### src/rtl/phi_pkg.sv
// Shared constants for the phi_t issue/collect path.
package phi_pkg;

  localparam int PHI_DATA_W = 64;
  localparam int PHI_DEPTH  = 16;

  localparam logic [63:0] NEG_ONE = 64'hBFF0000000000000;
  localparam logic [63:0] ONE     = 64'h3FF0000000000000;

  // Counter width able to hold the values 0..depth inclusive.
  function automatic int cnt_width(input int depth);
    return $clog2(depth) + 1;
  endfunction

endpackage

### src/rtl/phi_t_collector_if.sv
// Request/issue and result-stream signals between upstream, phi_t and downstream.
interface phi_t_collector_if #(
  parameter int DATA_W = phi_pkg::PHI_DATA_W
);

  logic              req_vld;
  logic              req_rdy;
  logic              start;
  logic [DATA_W-1:0] phi_t;
  logic              phi_t_vld;
  logic [DATA_W-1:0] m_tdata;
  logic              m_tvalid;
  logic              m_tready;

  // Environment side: requester, phi_t result source and downstream sink.
  modport master (
    output req_vld, phi_t, phi_t_vld, m_tready,
    input  req_rdy, start, m_tdata, m_tvalid
  );

  // Collector side.
  modport slave (
    input  req_vld, phi_t, phi_t_vld, m_tready,
    output req_rdy, start, m_tdata, m_tvalid
  );

endinterface

### src/rtl/sync_fifo_fwft.sv
// First-word-fall-through synchronous FIFO; head is visible without a read strobe.
module sync_fifo_fwft import phi_pkg::*; #(
  parameter int DATA_W = PHI_DATA_W,
  parameter int DEPTH  = PHI_DEPTH,
  parameter int CNT_W  = cnt_width(DEPTH)
) (
  input  logic              clk,
  input  logic              rst_n,
  input  logic              push,
  input  logic [DATA_W-1:0] din,
  input  logic              pop,
  output logic [DATA_W-1:0] dout,
  output logic [CNT_W-1:0]  level,
  output logic              full,
  output logic              empty
);

  localparam int              PTR_W   = CNT_W - 1;
  localparam logic [CNT_W-1:0] DEPTH_C = CNT_W'(DEPTH);

  logic [DATA_W-1:0] mem [DEPTH];
  logic [PTR_W-1:0]  wr_ptr;
  logic [PTR_W-1:0]  rd_ptr;
  logic              do_push;
  logic              do_pop;

  assign empty   = (level == '0);
  assign full    = (level == DEPTH_C);
  // Pops on an empty FIFO are ignored; a push when full only lands if a pop frees the slot.
  assign do_pop  = pop && !empty;
  assign do_push = push && (!full || do_pop);
  // Head comes straight from storage, so a write is never bypassed to the output.
  assign dout    = mem[rd_ptr];

  // Storage array; data is not reset.
  always_ff @(posedge clk) begin
    if (do_push) mem[wr_ptr] <= din;
  end

  // Pointers and occupancy; pointers wrap naturally modulo DEPTH.
  always_ff @(posedge clk or negedge rst_n) begin
    if (!rst_n) begin
      wr_ptr <= '0;
      rd_ptr <= '0;
      level  <= '0;
    end else begin
      if (do_push) wr_ptr <= wr_ptr + PTR_W'(1);
      if (do_pop)  rd_ptr <= rd_ptr + PTR_W'(1);
      case ({do_push, do_pop})
        2'b10:   level <= level + CNT_W'(1);
        2'b01:   level <= level - CNT_W'(1);
        default: level <= level;
      endcase
    end
  end

endmodule

### src/rtl/phi_t_collector.sv
// Credit-gated issue of phi_t operations and in-order collection of their results.
module phi_t_collector import phi_pkg::*; #(
  parameter int DATA_W = PHI_DATA_W,
  parameter int DEPTH  = PHI_DEPTH,
  parameter int CNT_W  = cnt_width(DEPTH)
) (
  input  logic             clk,
  input  logic             rst_n,
  phi_t_collector_if.slave bus,
  output logic [CNT_W-1:0] level,
  output logic [CNT_W-1:0] inflight,
  output logic             overflow,
  output logic             spurious
);

  localparam logic [CNT_W-1:0] DEPTH_C = CNT_W'(DEPTH);

  logic [CNT_W-1:0]  credits;
  logic              accept;
  logic              pop;
  logic              full;
  logic              empty;
  logic              start_q;
  logic [DATA_W-1:0] fifo_dout;

  // Every outstanding operation owns a reserved FIFO slot, so results can never be dropped.
  assign credits      = DEPTH_C - level - inflight;
  assign bus.req_rdy  = (credits != '0);
  assign accept       = bus.req_vld && bus.req_rdy;
  assign pop          = bus.m_tvalid && bus.m_tready;
  assign bus.start    = start_q;
  assign bus.m_tdata  = fifo_dout;
  assign bus.m_tvalid = !empty;

  sync_fifo_fwft #(
    .DATA_W (DATA_W),
    .DEPTH  (DEPTH),
    .CNT_W  (CNT_W)
  ) u_fifo (
    .clk   (clk),
    .rst_n (rst_n),
    .push  (bus.phi_t_vld),
    .din   (bus.phi_t),
    .pop   (bus.m_tready),
    .dout  (fifo_dout),
    .level (level),
    .full  (full),
    .empty (empty)
  );

  // One start pulse per accepted request, one cycle later.
  always_ff @(posedge clk or negedge rst_n) begin
    if (!rst_n) start_q <= 1'b0;
    else        start_q <= accept;
  end

  // Outstanding-operation count; a result with nothing outstanding leaves it at zero.
  always_ff @(posedge clk or negedge rst_n) begin
    if (!rst_n) begin
      inflight <= '0;
    end else if (accept && !bus.phi_t_vld) begin
      inflight <= inflight + CNT_W'(1);
    end else if (!accept && bus.phi_t_vld && (inflight != '0)) begin
      inflight <= inflight - CNT_W'(1);
    end
  end

  // Sticky error flags, cleared only by reset.
  always_ff @(posedge clk or negedge rst_n) begin
    if (!rst_n) begin
      overflow <= 1'b0;
      spurious <= 1'b0;
    end else begin
      if (bus.phi_t_vld && full && !pop) overflow <= 1'b1;
      if (bus.phi_t_vld && (inflight == '0)) spurious <= 1'b1;
    end
  end

endmodule

### src/flat_wrapper.sv
// flat-port wrapper written by rule: the top's interface ports become plain ports
module phi_t_collector_flat import phi_pkg::*;
#(
  parameter int DATA_W = PHI_DATA_W,
  parameter int DEPTH  = PHI_DEPTH,
  parameter int CNT_W  = cnt_width(DEPTH)
)
  (clk, rst_n, level, inflight, overflow, spurious, bus_req_vld, bus_phi_t, bus_phi_t_vld, bus_m_tready, bus_req_rdy, bus_start, bus_m_tdata, bus_m_tvalid);
  phi_t_collector_if #(.DATA_W(DATA_W)) bus_i ();
  input  logic clk;
  input  logic rst_n;
  output logic [CNT_W-1:0] level;
  output logic [CNT_W-1:0] inflight;
  output logic overflow;
  output logic spurious;
  input wire logic [$bits(bus_i.req_vld)-1:0] bus_req_vld;
  input wire logic [$bits(bus_i.phi_t)-1:0] bus_phi_t;
  input wire logic [$bits(bus_i.phi_t_vld)-1:0] bus_phi_t_vld;
  input wire logic [$bits(bus_i.m_tready)-1:0] bus_m_tready;
  output wire logic [$bits(bus_i.req_rdy)-1:0] bus_req_rdy;
  output wire logic [$bits(bus_i.start)-1:0] bus_start;
  output wire logic [$bits(bus_i.m_tdata)-1:0] bus_m_tdata;
  output wire logic [$bits(bus_i.m_tvalid)-1:0] bus_m_tvalid;
  assign bus_i.req_vld = bus_req_vld;
  assign bus_i.phi_t = bus_phi_t;
  assign bus_i.phi_t_vld = bus_phi_t_vld;
  assign bus_i.m_tready = bus_m_tready;
  assign bus_req_rdy = bus_i.req_rdy;
  assign bus_start = bus_i.start;
  assign bus_m_tdata = bus_i.m_tdata;
  assign bus_m_tvalid = bus_i.m_tvalid;
  phi_t_collector #(.DATA_W(DATA_W), .DEPTH(DEPTH), .CNT_W(CNT_W)) u_core (.clk(clk), .rst_n(rst_n), .bus(bus_i), .level(level), .inflight(inflight), .overflow(overflow), .spurious(spurious));
endmodule
### config.mk
export PLATFORM = sky130hd
export DESIGN_NAME = phi_t_collector_flat
export DESIGN_NICKNAME = d
export VERILOG_FILES = /design/src/rtl/phi_pkg.sv /design/src/rtl/phi_t_collector_if.sv /design/src/rtl/sync_fifo_fwft.sv /design/src/rtl/phi_t_collector.sv /design/src/flat_wrapper.sv
export SDC_FILE = /design/constraint.sdc
export NUM_CORES = 1
export LEC_CHECK = 0
export BUFFER_PORTS_ARGS = -buffer_cell sky130_fd_sc_hd__buf_2
export CAP_MARGIN = 10
export CORE_ASPECT_RATIO = 0.9
export CORE_MARGIN = 2
export CORE_UTILIZATION = 58
export CTS_BUF_LIST = sky130_fd_sc_hd__clkbuf_4
export DETAILED_ROUTE_END_ITERATION = 8
export GPL_TIMING_DRIVEN = 0
export PLACE_DENSITY_LB_ADDON = 0.05
export SETUP_SLACK_MARGIN = 0.4
export SYNTH_ARGS = -nofsm -noshare
export SYNTH_HDL_FRONTEND = slang
export SYNTH_SLANG_ARGS = --single-unit
### constraint.sdc
create_clock -name clk -period 6.8 [get_ports clk]
set_input_delay 0.34 -clock clk [delete_from_list [all_inputs] [get_ports clk]]
set_output_delay 0.34 -clock clk [all_outputs]
set_load 0.1 [all_outputs]
# ---- Word level (Yosys, flattened, before mapping)
# Memory sizes are Yosys's and may differ from the RTL's.
# Index checks and enable logic that the tools add are counted.
dict set report word_totals {
  register_bits 21
  mem_bits_rw 1024
  input_bits 69
  elab_cells 45
  n_memories 1
}
dict set report classes {
  n_addsub 8
  eq_ne 3
  n_mux 5
  reduce_logical 21
}
# memory depth width read_ports rd_clocked_by_memory_dff write_ports line
set memory_table {}
lappend memory_table {u_core.u_fifo.mem 16 64 1 0 1 sync_fifo_fwft.sv:21} ;# logic [DATA_W-1:0] mem [DEPTH];
# op n
set op_table {}
lappend op_table {{$add A5 B1 Y5 const B} 2}
lappend op_table {{$logic_not A5 Y1} 2}
lappend op_table {{$mux W5} 2}
lappend op_table {{$pmux W5 S2} 1}
lappend op_table {{$reduce_bool A5 Y1} 2}
lappend op_table {{$sub A5 B1 Y5 const B} 2}
lappend op_table {{$logic_and A1 B1 Y1} 9}
lappend op_table {{$add A4 B1 Y4 const B} 2}
lappend op_table {{$eq A5 B5 Y1 const B} 1}
lappend op_table {{$logic_not A1 Y1} 5}
lappend op_table {{$sub A5 B5 Y5} 1}
lappend op_table {{$sub A5 B5 Y5 const A} 1}
lappend op_table {{$reduce_bool A2 Y1} 2}
lappend op_table {{$eq A2 B1 Y1 const B} 1}
lappend op_table {{$eq A2 B2 Y1 const B} 1}
lappend op_table {{$mux W1} 2}
lappend op_table {{$logic_or A1 B1 Y1} 1}

# ---- Depth between registers and ports, before layout
dict set report logic_depth {
  depth_word 9
  depth_mapped 13
  ltp_nobuf 13
}

# ---- By module
# Synthesis repeated with hierarchy kept, for this count alone.
dict set report unflattened {
  cells_unflattened 1746
  hier_area_um2 39840.7
}
# module instances cells_each area_per_inst_um2 seq_area_each_um2
set modules_own_cells {}
lappend modules_own_cells {sync_fifo_fwft 1 1674 39110.0 31074.8}
lappend modules_own_cells {phi_t_collector 1 72 730.7 200.2}

# ---- Worst setup path before layout
# Ideal clock, no wire load.
dict set report synth_path {
  path_type {register -> register}
  start {register u_core.u_fifo.level[0]}
  end {memory u_core.u_fifo.mem[0][0] (netlist name) (enable)}
  setup_time_ps 565
  t_arrival_ps 6050
  t_required_ps 6235
  path_slack_ps 185
  stages_incl_launch_ff 7
  cell_sequence {dfrtp_1 -> or4_1 -> or3b_1 -> and2_1 -> buf_6 -> nand2_1 -> nor3_1}
}
dict set report synth_between {
  elab_chain_len 7
  elab_cells_between_ends 9
  classes_between {eq/ne (1); mux (2); reduce/logical (6)}
}
# item line
set synth_lines {}
lappend synth_lines {{start, declared} sync_fifo_fwft.sv:13} ;# output logic [CNT_W-1:0] level,
lappend synth_lines {{start signal, assigned} sync_fifo_fwft.sv:50} ;# 2'b10: level <= level + CNT_W'(1);
lappend synth_lines {{start signal, assigned} sync_fifo_fwft.sv:51} ;# 2'b01: level <= level - CNT_W'(1);
lappend synth_lines {{start signal, assigned} sync_fifo_fwft.sv:52} ;# default: level <= level;
lappend synth_lines {{$logic_not A5 Y1} sync_fifo_fwft.sv:27} ;# assign empty = (level == '0);
lappend synth_lines {{$logic_not A1 Y1} sync_fifo_fwft.sv:30} ;# assign do_pop = pop && !empty;
lappend synth_lines {{$logic_and A1 B1 Y1} sync_fifo_fwft.sv:30}
lappend synth_lines {{$logic_or A1 B1 Y1 (*)} sync_fifo_fwft.sv:31} ;# assign do_push = push && (!full || do_pop);
lappend synth_lines {{$logic_and A1 B1 Y1 (*)} sync_fifo_fwft.sv:31}
lappend synth_lines {{$mux W1 (*)} sync_fifo_fwft.sv:37} ;# if (do_push) mem[wr_ptr] <= din;
lappend synth_lines {{$mux W1 (implied by the code) (*)} sync_fifo_fwft.sv:37}
lappend synth_lines {{end, declared} sync_fifo_fwft.sv:21}
# Every way passes the cells marked *; elsewhere a longest branch is shown, timed or not.

# ---- Worst setup path after layout
dict set report layout_path {
  start {register u_core.u_fifo.rd_ptr[1]}
  end {output bus_m_tdata[21]}
}
dict set report layout_between {
  elab_chain_len 1
}
# item line
set layout_lines {}
lappend layout_lines {{start, declared} sync_fifo_fwft.sv:23} ;# logic [PTR_W-1:0] rd_ptr;
lappend layout_lines {{start signal, assigned} sync_fifo_fwft.sv:48} ;# if (do_pop) rd_ptr <= rd_ptr + PTR_W'(1);
lappend layout_lines {{$mem_v2 Z16 W64} n/a}
lappend layout_lines {{end, declared} flat_wrapper.sv:22} ;# output wire logic [$bits(bus_i.m_tdata)-1:0] bus_m_tdata;
# Every way passes these cells.

==> impl_summary.log <==
[metrics] sequential share of the synthesized area: between 70% and 80%
[metrics] startpoint of the lowest-slack register-to-register path: u_core.inflight[0]$_DFFE_PN0P_
[metrics] post-synthesis average cell area: 25.35 um2
[metrics] number of clock sinks: 1045
[metrics] min Tclk post-route: 4.954 ns
[metrics] max-slew violations: 0
[metrics] final cycle utilization of the critical path: 72.85%
[metrics] clock transition at the registers of the reported paths: 0.07 ns
[metrics] # Max-Cap Violations: 0
[metrics] arrival time at the worst endpoint: 4.61 ns
[metrics] weighted congestion at the end of routability-driven global placement: roughly 0.71
[metrics] Max Freq: ~200 MHz
[metrics] Port Buffers: 146
[metrics] clock root buffer: sky130_fd_sc_hd__clkbuf_4
[metrics] synthesis warning total: 0
[metrics] drt pass-1 iters: 5
[metrics] HP Class: in2reg
[metrics] required time worst endpoint: 6.46 ns
[metrics] area of the die: 0.07085 mm2
[metrics] worst setup skew after layout: roughly 0.051 ns
[metrics] Sequential Power Share: between 30% and 40%
[metrics] antenna violations before repair: 6
[metrics] number of DRC violations after detailed routing: 0
[metrics] endpoint class of the critical path: primary output
[metrics] Yosys top cell area share: 77.13%
[metrics] Final nets: between 2000 and 2500
[metrics] TritonCTS clock tree: built
[metrics] top_reg_cell synth: sky130_fd_sc_hd__edfxtp_1
[metrics] Crit path top cell by count: sky130_fd_sc_hd__clkbuf_1
[metrics] result of the run: finished clean
[metrics] total nets after synthesis: ~1700
[metrics] main area contributors after synthesis: sky130_fd_sc_hd__edfxtp_1 (77%), sky130_fd_sc_hd__mux4_2 (18%), sky130_fd_sc_hd__dfrtp_1 (1.3%), sky130_fd_sc_hd__ha_1 (0.60%), sky130_fd_sc_hd__clkbuf_1 (0.37%)
[metrics] Netlist Area Pre-Place: 0.03987 mm2
[metrics] unrepaired setup endpoints after global routing: false
[metrics] Switching Power: 0.008931 W
[metrics] final setup vio count: 0
[metrics] Total Wirelength: 89820 um
[metrics] Row Count: 91
[metrics] level count of the clock H-tree: 5
[metrics] timing startpoint of the critical path: u_core.u_fifo.rd_ptr[1]$_DFFE_PN0N_
[metrics] Reg2Reg Depth: 13
[metrics] worst stage delay on the critical path: approximately 0.75 ns
[metrics] Num CTS Buffers: roughly 280
[metrics] slowest library cell on the worst path: sky130_fd_sc_hd__clkbuf_1
[metrics] # Post-CTS Setup Buffers: 0
[metrics] gate count of the mapped netlist: 1573
[metrics] Register-to-Register Setup Slack: between 2 and 3 ns
[metrics] critical path depth in cells: 6
[metrics] proportion of register bits with asynchronous set or reset after synthesis: under 10%
[metrics] via count: between 15000 and 20000
[metrics] WHS Path Cells: 2
[metrics] number of global-route vias before repair: 20367
[metrics] Detail Route Antenna Nets: 0
[metrics] Wirelength per Cell: 28.41 um
[metrics] fraction of power consumed by the clock network: 22.1%
[metrics] areal power density over the cells: 474.2 mW/mm2
[metrics] R2R Path End: u_core.inflight[4]$_DFFE_PN0P_
[metrics] CP bufs+invs: 4
[metrics] clock insertion delay at the later pin of the skew report: 1.06 ns
[metrics] Hold Violations, Final: 0
[metrics] most instantiated library cell after synthesis: sky130_fd_sc_hd__edfxtp_1
[metrics] Comb power frac: 42.2%
[metrics] number of enable flip-flop cells after synthesis: 1024
[metrics] total cell area at the placement stage: 0.04319 mm2
[metrics] hold endpoint: u_core.u_fifo.mem[4][37]$_DFFE_PP_
[metrics] Die Y: 252.7 um
[metrics] Critical Path Start Type: flip-flop
[metrics] largest net degree at the start of global routing: 23
[metrics] ratio of cells with drive above 1 in the final layout: 42.74%
[metrics] Design Area, Final: 0.04697 mm2
[metrics] Internal Pwr Total: about 0.013 W
[metrics] most instantiated cells after synthesis: sky130_fd_sc_hd__edfxtp_1 (1024), sky130_fd_sc_hd__mux4_2 (320), sky130_fd_sc_hd__clkbuf_1 (39), sky130_fd_sc_hd__buf_2 (21), sky130_fd_sc_hd__dfrtp_1 (21)
[metrics] First DRT Iteration DRCs: 1930
[metrics] aggregate global-route resource usage: roughly a quarter
[metrics] Ports: 148
[metrics] flip-flop and latch count after synthesis: 1045
[metrics] post-DP HPWL: 54170 um
[metrics] type of the worst setup path: reg2out
[metrics] leakage power: ~16 nW
[metrics] die span in x: roughly 280 um
[metrics] Total Neg Setup Slack: 0 ns
[metrics] final standard cell count with taps included and fillers excluded: 3162
[metrics] post-synthesis cell type with the largest combined area: sky130_fd_sc_hd__edfxtp_1
[metrics] overall overflow remaining after global route: 0
[metrics] Tightest Pin Transition: 1.195 ns
[metrics] vias per cell: 6.093
[metrics] Switching Fraction: between 40% and 50%
[metrics] first-pass GRT wire length: 130700 um
[metrics] area of the core region: 0.06832 mm2
[metrics] Slew Limit Headroom: 20.32%
[metrics] starting utilization of the core area: 58.36%
[metrics] placed insts: between 2000 and 3000
[metrics] Worst path top cell family by delay: buffers and inverters
[metrics] ordered list of cells on the worst path: clkbuf_1, clkbuf_1, clkbuf_1, mux4_2, mux4_2, buf_2
[metrics] CTS-repair resized insts: 0
[metrics] count of different cell masters after synthesis: 46
[metrics] hold wc startpoint: bus_phi_t[37]
[metrics] worst ir drop on vdd: 0.5872 mV
[metrics] Max clock buf depth: 4
[metrics] Max Fanout on Critical Path: 10
[metrics] layout overhead on the synthesized area: 17.81%
-- cells in the final DEF, fill, tap and decap left out, drive strengths merged, types with 5 or more instances in the layout --
master	n
inv	17
a21o	5
xnor2	10
nor2	14
buf	246
clkinv	42
a21oi	7
dlygate4sd3	70
nor3	5
dfrtp	21
diode	5
nand2	11
mux4	320
ha	19
clkbuf	416
edfxtp	1024
xor2	6
-- flip-flops by register name, indices dropped and copies added, names as in the netlist --
| name | flops |
|---|---|
| u_core.u_fifo.mem | 1024 |
| u_core.inflight | 5 |
| u_core.u_fifo.level | 5 |
| u_core.u_fifo.rd_ptr | 4 |
| u_core.u_fifo.wr_ptr | 4 |
| u_core.bus.start | 1 |
| u_core.overflow | 1 |
| u_core.spurious | 1 |
-- through the flow --
step	hold WS, ns	worst slack, ns	total power [W]	util [%]
finish	0.1855	1.846	0.02227	68.75
global route	0.1305	1.728	0.02315	68.74
CTS	0.05297	1.744	0.02253	68.73
detailed placement	0.3413	2.864	0.01756	63.22
global placement	0.3275	-1.680	0.01730	61.08
floorplan	0.04441	1.902	0.01531	-
-- power groups by stage --
stage               Combinational, W  Clock (W)  Sequential [W]
CTS                          0.00953    0.00505         0.00794
detailed placement           0.00948          0         0.00808
global placement             0.00910          0         0.00820
global route                 0.00980    0.00537         0.00798
finish                       0.00941    0.00493         0.00794
floorplan                    0.00697          0         0.00835
-- worst reg2reg max path, cell delays in order (launching register included) --
cell and delay (ns):
sky130_fd_sc_hd__dfrtp_1 0.46, sky130_fd_sc_hd__inv_1 0.14, sky130_fd_sc_hd__ha_1 0.22, sky130_fd_sc_hd__ha_1 0.23, sky130_fd_sc_hd__fa_1 0.44, sky130_fd_sc_hd__xor2_1 0.17, sky130_fd_sc_hd__or4_4 0.44, sky130_fd_sc_hd__or3_1 0.41
sky130_fd_sc_hd__nand3_1 0.24, sky130_fd_sc_hd__ha_1 0.32, sky130_fd_sc_hd__a21o_1 0.17, sky130_fd_sc_hd__a21oi_1 0.29, sky130_fd_sc_hd__and3_1 0.21, sky130_fd_sc_hd__o211ai_1 0.09
-- what timing repair did --
item / in CTS / in global routing
hold buffers: 70 / 0
setup endpoints to repair: 0 / 0
endpoints found under the hold margin: 1061 / 0
-- worst max path at each step --
| stage | endpoint | slack (ns) |
|---|---|---|
| 6_report | bus_m_tdata[21] | 1.85 |
| 5_1_grt | bus_m_tdata[21] | 1.73 |
| 4_1_cts | bus_m_tdata[35] | 1.74 |
| 3_5_place_dp | u_core.inflight[4]$_DFFE_PN0P_ | 2.86 |
| 3_3_place_gp | u_core.u_fifo.mem[4][29]$_DFFE_PP_ | -1.68 |
| 2_1_floorplan | u_core.u_fifo.mem[12][0]$_DFFE_PP_ | 1.90 |
-- final cells by class --
class | instances | area (um2)
Sequential cell | 1045 | 31280
Fill cell | 4421 | 21350
Multi-Input combinational cell | 436 | 8282
Clock buffer | 377 | 2830
Timing Repair Buffer | 276 | 2783
Tap cell | 883 | 1105
Buffer | 79 | 397.9
Clock inverter | 48 | 235.2
Inverter | 13 | 48.80
Antenna cell | 5 | 12.51
-- cell families after synthesis --
group / after synthesis / synth area share [%]
buffers and inverters: 92 / 1.120
XOR/XNOR: 17 / 0.4080
AO/OA/AOI/OAI: 24 / 0.4488
multiplexers: 323 / 18.16
flip-flops: 1045 / 78.45
adder cells (fa/ha/maj): 22 / 0.7469
AND/OR/NAND/NOR: 50 / 0.6716
-- layer usage --
metal | GRT usage [%] | vias up | share of wire, %
li1 | - | 8111 | -
met1 | 35.61 | 10269 | 40
met2 | 43.44 | 746 | 52
met3 | 5.186 | 134 | 6.1
met4 | 9.259 | 6 | 1.9
met5 | 0 | - | 0.046
Power figures use the tool's default switching activity.
